<file path="src/rtl/clock_mode_ctrl.sv">
// Button front end and view/edit controller for the millennium clock display.
// Optional auto-repeat of INC strobes is enabled by defining AUTO_REPEAT_EN.
module clock_mode_ctrl #(
    parameter int unsigned DB_CYCLES      = 1000000,
    parameter int unsigned IDLE_TIMEOUT_S = 30,
    parameter int unsigned REPEAT_CYCLES  = 12500000
) (
    input  logic       clk,
    input  logic       rst_n,
    input  logic       tick_1hz,
    input  logic       btn_mode,
    input  logic       btn_sel,
    input  logic       btn_inc,
    output logic       smh_dmy,
    output logic       dem_chinh,
    output logic [1:0] blink_led,
    output logic       run_en,
    output logic       inc_ss,
    output logic       inc_mm,
    output logic       inc_hh,
    output logic       inc_dd,
    output logic       inc_mo,
    output logic       inc_yy
);

    localparam int unsigned DB_W     = $clog2(DB_CYCLES);
    localparam int unsigned IDLE_W   = $clog2(IDLE_TIMEOUT_S + 1);
    localparam int unsigned NB       = 3;
    localparam int unsigned BTN_MODE = 0;
    localparam int unsigned BTN_SEL  = 1;
    localparam int unsigned BTN_INC  = 2;

    if (DB_CYCLES < 2 || IDLE_TIMEOUT_S < 1 || REPEAT_CYCLES < 1) begin : g_bad_param
        $error("clock_mode_ctrl: parameter out of range");
    end

    typedef enum logic [1:0] {
        VIEW  = 2'b00,
        EDIT1 = 2'b01,
        EDIT2 = 2'b10,
        EDIT3 = 2'b11
    } state_t;

    logic [NB-1:0]     sync1, sync2, db, db_d, press;
    logic [DB_W-1:0]   db_cnt [NB];

    state_t            state, state_n;
    logic              smh_n;
    logic [IDLE_W-1:0] idle_cnt, idle_n;
    logic [5:0]        strobe, strobe_n;   // {yy, mo, dd, ss, mm, hh}
    logic [5:0]        field_c;

    // Synchronise, debounce and rising-edge detect each button
    always_ff @(posedge clk) begin
        if (!rst_n) begin
            sync1 <= '0;
            sync2 <= '0;
            db    <= '0;
            db_d  <= '0;
            press <= '0;
            for (int unsigned i = 0; i < NB; i++) db_cnt[i] <= '0;
        end else begin
            sync1 <= {btn_inc, btn_sel, btn_mode};
            sync2 <= sync1;
            db_d  <= db;
            press <= db & ~db_d;
            for (int unsigned i = 0; i < NB; i++) begin
                if (sync2[i] == db[i]) begin
                    db_cnt[i] <= '0;
                end else if (db_cnt[i] == DB_W'(DB_CYCLES - 1)) begin
                    db[i]     <= sync2[i];
                    db_cnt[i] <= '0;
                end else begin
                    db_cnt[i] <= db_cnt[i] + DB_W'(1);
                end
            end
        end
    end

`ifdef AUTO_REPEAT_EN
    localparam int unsigned RPT_W = $clog2(2 * REPEAT_CYCLES);
    logic [RPT_W-1:0] rpt_cnt, rpt_n;
    logic             rpt_fire_c;

    // First repeat lands 2*REPEAT_CYCLES after the initial strobe, then every REPEAT_CYCLES
    assign rpt_fire_c = (state != VIEW) && db[BTN_INC]
                        && (rpt_cnt == RPT_W'(2 * REPEAT_CYCLES - 1));
`endif

    // Strobe for the field currently being edited
    always_comb begin
        field_c = '0;
        case (state)
            EDIT1:   field_c = smh_dmy ? 6'b001000 : 6'b000001;
            EDIT2:   field_c = smh_dmy ? 6'b010000 : 6'b000010;
            EDIT3:   field_c = smh_dmy ? 6'b100000 : 6'b000100;
            default: field_c = '0;
        endcase
    end

    // Next state: SEL > MODE > INC (> repeat) > idle tick
    always_comb begin
        state_n  = state;
        smh_n    = smh_dmy;
        idle_n   = idle_cnt;
        strobe_n = '0;
        if (press[BTN_SEL]) begin
            idle_n  = '0;
            state_n = state_t'(state + 2'd1);
        end else if (press[BTN_MODE]) begin
            idle_n = '0;
            if (state == VIEW) smh_n = ~smh_dmy;
        end else if (press[BTN_INC]) begin
            idle_n   = '0;
            strobe_n = field_c;
`ifdef AUTO_REPEAT_EN
        end else if (rpt_fire_c) begin
            idle_n   = '0;
            strobe_n = field_c;
`endif
        end else if (tick_1hz) begin
            if (idle_cnt >= IDLE_W'(IDLE_TIMEOUT_S - 1)) begin
                if (state != VIEW) begin
                    state_n = VIEW;
                    idle_n  = '0;
                end else begin
                    smh_n  = 1'b0;
                    idle_n = IDLE_W'(IDLE_TIMEOUT_S);
                end
            end else begin
                idle_n = idle_cnt + IDLE_W'(1);
            end
        end
`ifdef AUTO_REPEAT_EN
        rpt_n = '0;
        if (!db[BTN_INC] || state == VIEW || state_n != state || press[BTN_INC])
            rpt_n = '0;
        else if (rpt_fire_c)
            rpt_n = RPT_W'(REPEAT_CYCLES);
        else
            rpt_n = rpt_cnt + RPT_W'(1);
`endif
    end

    // State and registered outputs
    always_ff @(posedge clk) begin
        if (!rst_n) begin
            state     <= VIEW;
            smh_dmy   <= 1'b0;
            dem_chinh <= 1'b0;
            blink_led <= 2'b00;
            run_en    <= 1'b1;
            idle_cnt  <= '0;
            strobe    <= '0;
`ifdef AUTO_REPEAT_EN
            rpt_cnt   <= '0;
`endif
        end else begin
            state     <= state_n;
            smh_dmy   <= smh_n;
            dem_chinh <= (state_n != VIEW);
            blink_led <= state_n;
            run_en    <= (state_n == VIEW);
            idle_cnt  <= idle_n;
            strobe    <= strobe_n;
`ifdef AUTO_REPEAT_EN
            rpt_cnt   <= rpt_n;
`endif
        end
    end

    assign {inc_yy, inc_mo, inc_dd, inc_ss, inc_mm, inc_hh} = strobe;

endmodule

</file>
<file path="config.mk">
export PLATFORM = sky130hd
export DESIGN_NAME = clock_mode_ctrl
export DESIGN_NICKNAME = d
export VERILOG_FILES = /design/src/rtl/clock_mode_ctrl.sv
export SDC_FILE = /design/constraint.sdc
export NUM_CORES = 1
export LEC_CHECK = 0
export BUFFER_PORTS_ARGS = -buffer_cell sky130_fd_sc_hd__buf_2
export CORE_UTILIZATION = 45
export DETAILED_ROUTE_END_ITERATION = 7
export GPL_ROUTABILITY_DRIVEN = 1
export PLACE_DENSITY_LB_ADDON = 0.2
export REMOVE_ABC_BUFFERS = 1
export SLEW_MARGIN = 20
export SYNTH_ARGS = -nofsm -noshare
export SYNTH_HDL_FRONTEND = slang
export SYNTH_SLANG_ARGS = --single-unit
</file>
<file path="constraint.sdc">
create_clock -name clk -period 3.1 [get_ports clk]
set_clock_uncertainty 0.15 [all_clocks]
set_input_delay 0.93 -clock clk [delete_from_list [all_inputs] [get_ports clk]]
set_output_delay 0.93 -clock clk [all_outputs]
set_load 0.02 [all_outputs]
</file>
=== After elaboration in Yosys (flattened, before gate mapping) ===
Memories as Yosys holds them, arrays and structs flattened.
Cells that the tools add are included.

* Register bits: 31
* Latch bits: 0
* RAM bits: 60
* Memory bits (read-only): 0
* Bits of input ports: 6
* Memories: 1

{| class="wikitable"
|+ Memory list
! name !! words !! bits a word !! rd ports !! clocked after memory_dff !! write ports !! line !! RTL
|-
| db_cnt || 3 || 20 || 3 || 0 || 3 || 45 || <nowiki>logic [DB_W-1:0] db_cnt [NB];</nowiki>
|}

* $add $sub $neg: 5
* $mul: 0
* Div/mod/pow operators: 0
* Magnitude comparators: 1
* Equality and inequality tests: 12
* Shift-type cells: 0
* Muxes and demuxes: 61
* Bitwise gates (word level): 18
* Reduce and logical (&&, ||, !) cells: 12

{| class="wikitable"
|+ Operator list
! cell !! count
|-
| $mux 20 || 9
|-
| $add 20x1->20 const B || 3
|-
| $eq 20x20->1 const B || 3
|-
| $mux 1 || 40
|-
| $pmux 6 s3 || 1
|-
| $mux 5 || 3
|-
| $mux 2 || 6
|-
| $or 1x1->1 || 9
|-
| $reduce_bool 2->1 || 4
|-
| $reduce_or 4->1 || 2
|-
| $not 1->1 || 7
|-
| $mux 6 || 1
|-
| $reduce_and 2->1 || 3
|-
| $reduce_and 6->1 || 1
|-
| $add 5x1->5 const B || 1
|-
| $ge 5x5->1 const B || 1
|-
| $eq 2x2->1 const B || 2
|-
| $logic_not 2->1 || 2
|-
| $mux 4 || 1
|-
| $ne 2x2->1 const B || 2
|-
| $and 3x3->3 || 1
|-
| $eq 1x1->1 || 3
|-
| $not 3->3 || 1
|-
| $add 2x1->2 const B || 1
|-
| other kinds (2) || 2
|}

=== Depth between registers and ports, before layout ===
* Word-level depth: 8
* Mapped depth: 7
* Depth with buffers taken out: 6

=== Least setup slack after synthesis ===
Ideal clock, no wire load.

* Path type: flip-flop to flip-flop
* From: mem db_cnt[0][12] (netlist bit)
* To: mem db_cnt[0][10] (netlist bit), data pin
* Arrival: 1.891 ns
* Data required time: 2.693 ns
* Slack: 0.802 ns
* Cell stages (with the launch flop): 6
* Path buffers: 1
* Period minus slack after synthesis: 2.298 ns
* Cell sequence: edfxtp_1 or4b_1 or4_1 o211ai_1 buf_2 nor2_1

{| class="wikitable"
|+ RTL lines
! element !! line
|-
| start, declared || 45
|}

==> results.ini <==
[run_status]
status = completed

[worst_setup_path]
cp_max_fo = 20
start_kind = register
arrival_ns = 2.42
reg2reg_depth = 5
crit_required_ns = 3.06
end_kind = register
critical_path_class = reg2reg

[global_routing]
grt_util_met1_pct = 20.2
top_usage_layer = met2
antenna_found_initial = 0
grt_start_max_net_pins = 21
grt_util_all_layers_pct = 15.9
grt_pass1_vias = 3030
grt_pass1_wl_um = 13000
grt_remaining_overflow = 0
met2_usage_pct = 26.8
grtUsageMet3_pct = 3.42

[layout]
fin_cells = 651
fill_cells = 942
drive_gt1_share_pct = 7.92
fin_area_um2 = 5140
nets = 529
area_growth_pct = 14.5
diodes = 0

[pwr]
leakage_nw = 1.88
powerDensity_nw_per_um2 = 457
vdd_drop_max_v = 0.000289
total_power_mw = 2.35

[detailed_routing]
drc = 0
vias = 3252
drt-wirelength-per-cell_um = 11.7
via_per_inst = 5.00
postRouteAntennaNets = 0
routed_wl_um = 7630
drt_iter0_markers = 85
drtPass1Iterations = 4

[sta]
worst_slew_pin_slew_ns = 0.735
finalCriticalPeriod_ns = 2.46
relSlewSlack_pct = 50.8
fmax_mhz = 407
hold_viol = 0
period_share_pct = 79.3
timing.hold.ws_ns = 0.240
setup_tns_ns = 0
maxSlewViolCount = 0
rsz0062_at_grt = false
setup_viol = 0

[hold_path]
worstHoldPathType = reg2reg
whs_path_depth = 1

[die]
die_area_um2 = 10400
start_util_pct = 46.2
core_area_um2 = 9730
ios = 17
fp.dieH_um = 102
rows = 36
die_w_um = 102

[cts]
clock_sinks = 91
clockBufferDepth = 2
clk_pin_slew_ns = 0.09
cts_resized = 0
ctsRootBufferMaster = clkbuf_8
cts_max_level = 3
cts_made_buffers = 9
post_cts_buffers = 0
postCtsHoldBufs = 0
clock_latency_ns = 0.35
cts_tree = done

[synth]
synth_edf_count = 60
async_flop_share_pct = 0
synth.distinct_cells = 43
syn_inst = 441
synth_warnings = 0
synth_ff_type = edfxtp_1
syn_area_um2 = 4490
syn_area_per_cell_um2 = 10.2
synth_seq_area_share_pct = 53.9
ys_ff_latch = 91

[placed_design]
place_congestion = 0.768
place_area_um2 = 4910
dp_hpwl_um = 5380
portBuffers = 16
placedCellCount = 635

[run]
maxCapViolations = 0

## report_power, final
part / switching [mW] / internal (mW)
sequential: 0.0414 / 1.33
clock: 0.438 / 0.446
combinational: 0.0583 / 0.0365
total: 0.537 / 1.81
## placed cells by master (no fill, tap or decap), drive strengths merged, types with 19 or more instances in the layout
cell type / count
buf: 19
nand3: 20
dfxtp: 31
a21oi: 34
edfxtp: 60
inv: 24
o21ai: 22
or3: 19
xor2: 20
nor2: 48
nand2: 23
conb: 60
## registers in the layout, summed over array words and instances, names as in the netlist
name       count
press          3
dem_chinh      1
strobe         6
state          2
smh_dmy        1
run_en         1
db             3
sync1          3
idle_cnt       5
db_cnt        60
sync2          3
db_d           3
## synth_stat cells, types with 2 or more instances
library cell | count | area [um^2]
xor2_1 | 20 | 175
and2_1 | 11 | 68.8
buf_2 | 4 | 20.0
o31ai_1 | 7 | 52.6
nor2_1 | 48 | 180
xnor2_1 | 16 | 140
nor3_1 | 7 | 35.0
nand4_2 | 2 | 25.0
nor4_1 | 2 | 12.5
nand3b_1 | 2 | 15.0
a31oi_1 | 2 | 12.5
o211ai_1 | 3 | 22.5
edfxtp_1 | 60 | 1800
nand2_1 | 23 | 86.3
o21ai_0 | 22 | 110
a21oi_1 | 34 | 170
nand3_1 | 20 | 100
and4_1 | 3 | 26.3
or3_1 | 19 | 119
dfxtp_1 | 31 | 621
nand4_1 | 14 | 87.6
or4_1 | 12 | 90.1
or4b_1 | 3 | 30.0
nor4b_1 | 4 | 35.0
and3_1 | 8 | 50.1
nor2b_1 | 6 | 37.5
clkbuf_1 | 13 | 48.8
inv_1 | 21 | 78.8
ha_1 | 10 | 125
## critical path, stage by stage (launching register included)
cell and delay, ns:
edfxtp_1 0.47, or4b_1 0.53, or4_1 0.54, o211ai_1 0.18, buf_4 0.27, nor2_1 0.08
## per-stage QoR
stage / utilization, % / setup slack [ns]
after global placement: 50.5 / 0.669
after global routing: 52.9 / 0.462
after CTS: 52.9 / 0.624
final: 52.9 / 0.641
after detailed placement: 50.5 / 0.631
after floorplan: - / 0.305
## cells by family after synthesis
kind of cell,share of synthesized area [%]
compound gates,9.16
xor+xnor,7.02
fa+ha+maj,2.79
buf+inv,3.29
flops,53.9
mux,0.223
other cells,0.0835
simple gates,23.5
## layout make-up
class	count	area (um^2)	share of cell area, %
multi-input cells	371	2140	41.7
flip-flops and latches	91	2420	47.1
clock buffers	12	199	3.87
well taps	133	166	3.24
repair buffers	19	103	1.99
inverters	21	78.8	1.53
clock inverters	4	31.3	0.608
## routing by layer
metal | up-vias | part of all wire, % | wire length (um)
met4 | 0 | 1.1 | 81
met5 | - | 0 | 0
met3 | 8 | 2.8 | 211
met1 | 1535 | 49 | 3730
met2 | 26 | 47 | 3610
li1 | 1683 | - | -
## worst paths after layout
path / startpoint / slack, ns / endpoint
worst max-delay path: db_cnt[0][8]$_SDFFCE_PN0P_ / 0.64 / db_cnt[0][9]$_SDFFCE_PN0P_
worst min register to register: db_d[0]$_SDFF_PN0_ / 0.24 / press[0]$_SDFF_PN0_
worst max register to register: db_cnt[0][8]$_SDFFCE_PN0P_ / 0.64 / db_cnt[0][9]$_SDFFCE_PN0P_
worst min-delay path: db_d[0]$_SDFF_PN0_ / 0.24 / press[0]$_SDFF_PN0_
No activity file was read; power rests on OpenSTA's default activity.
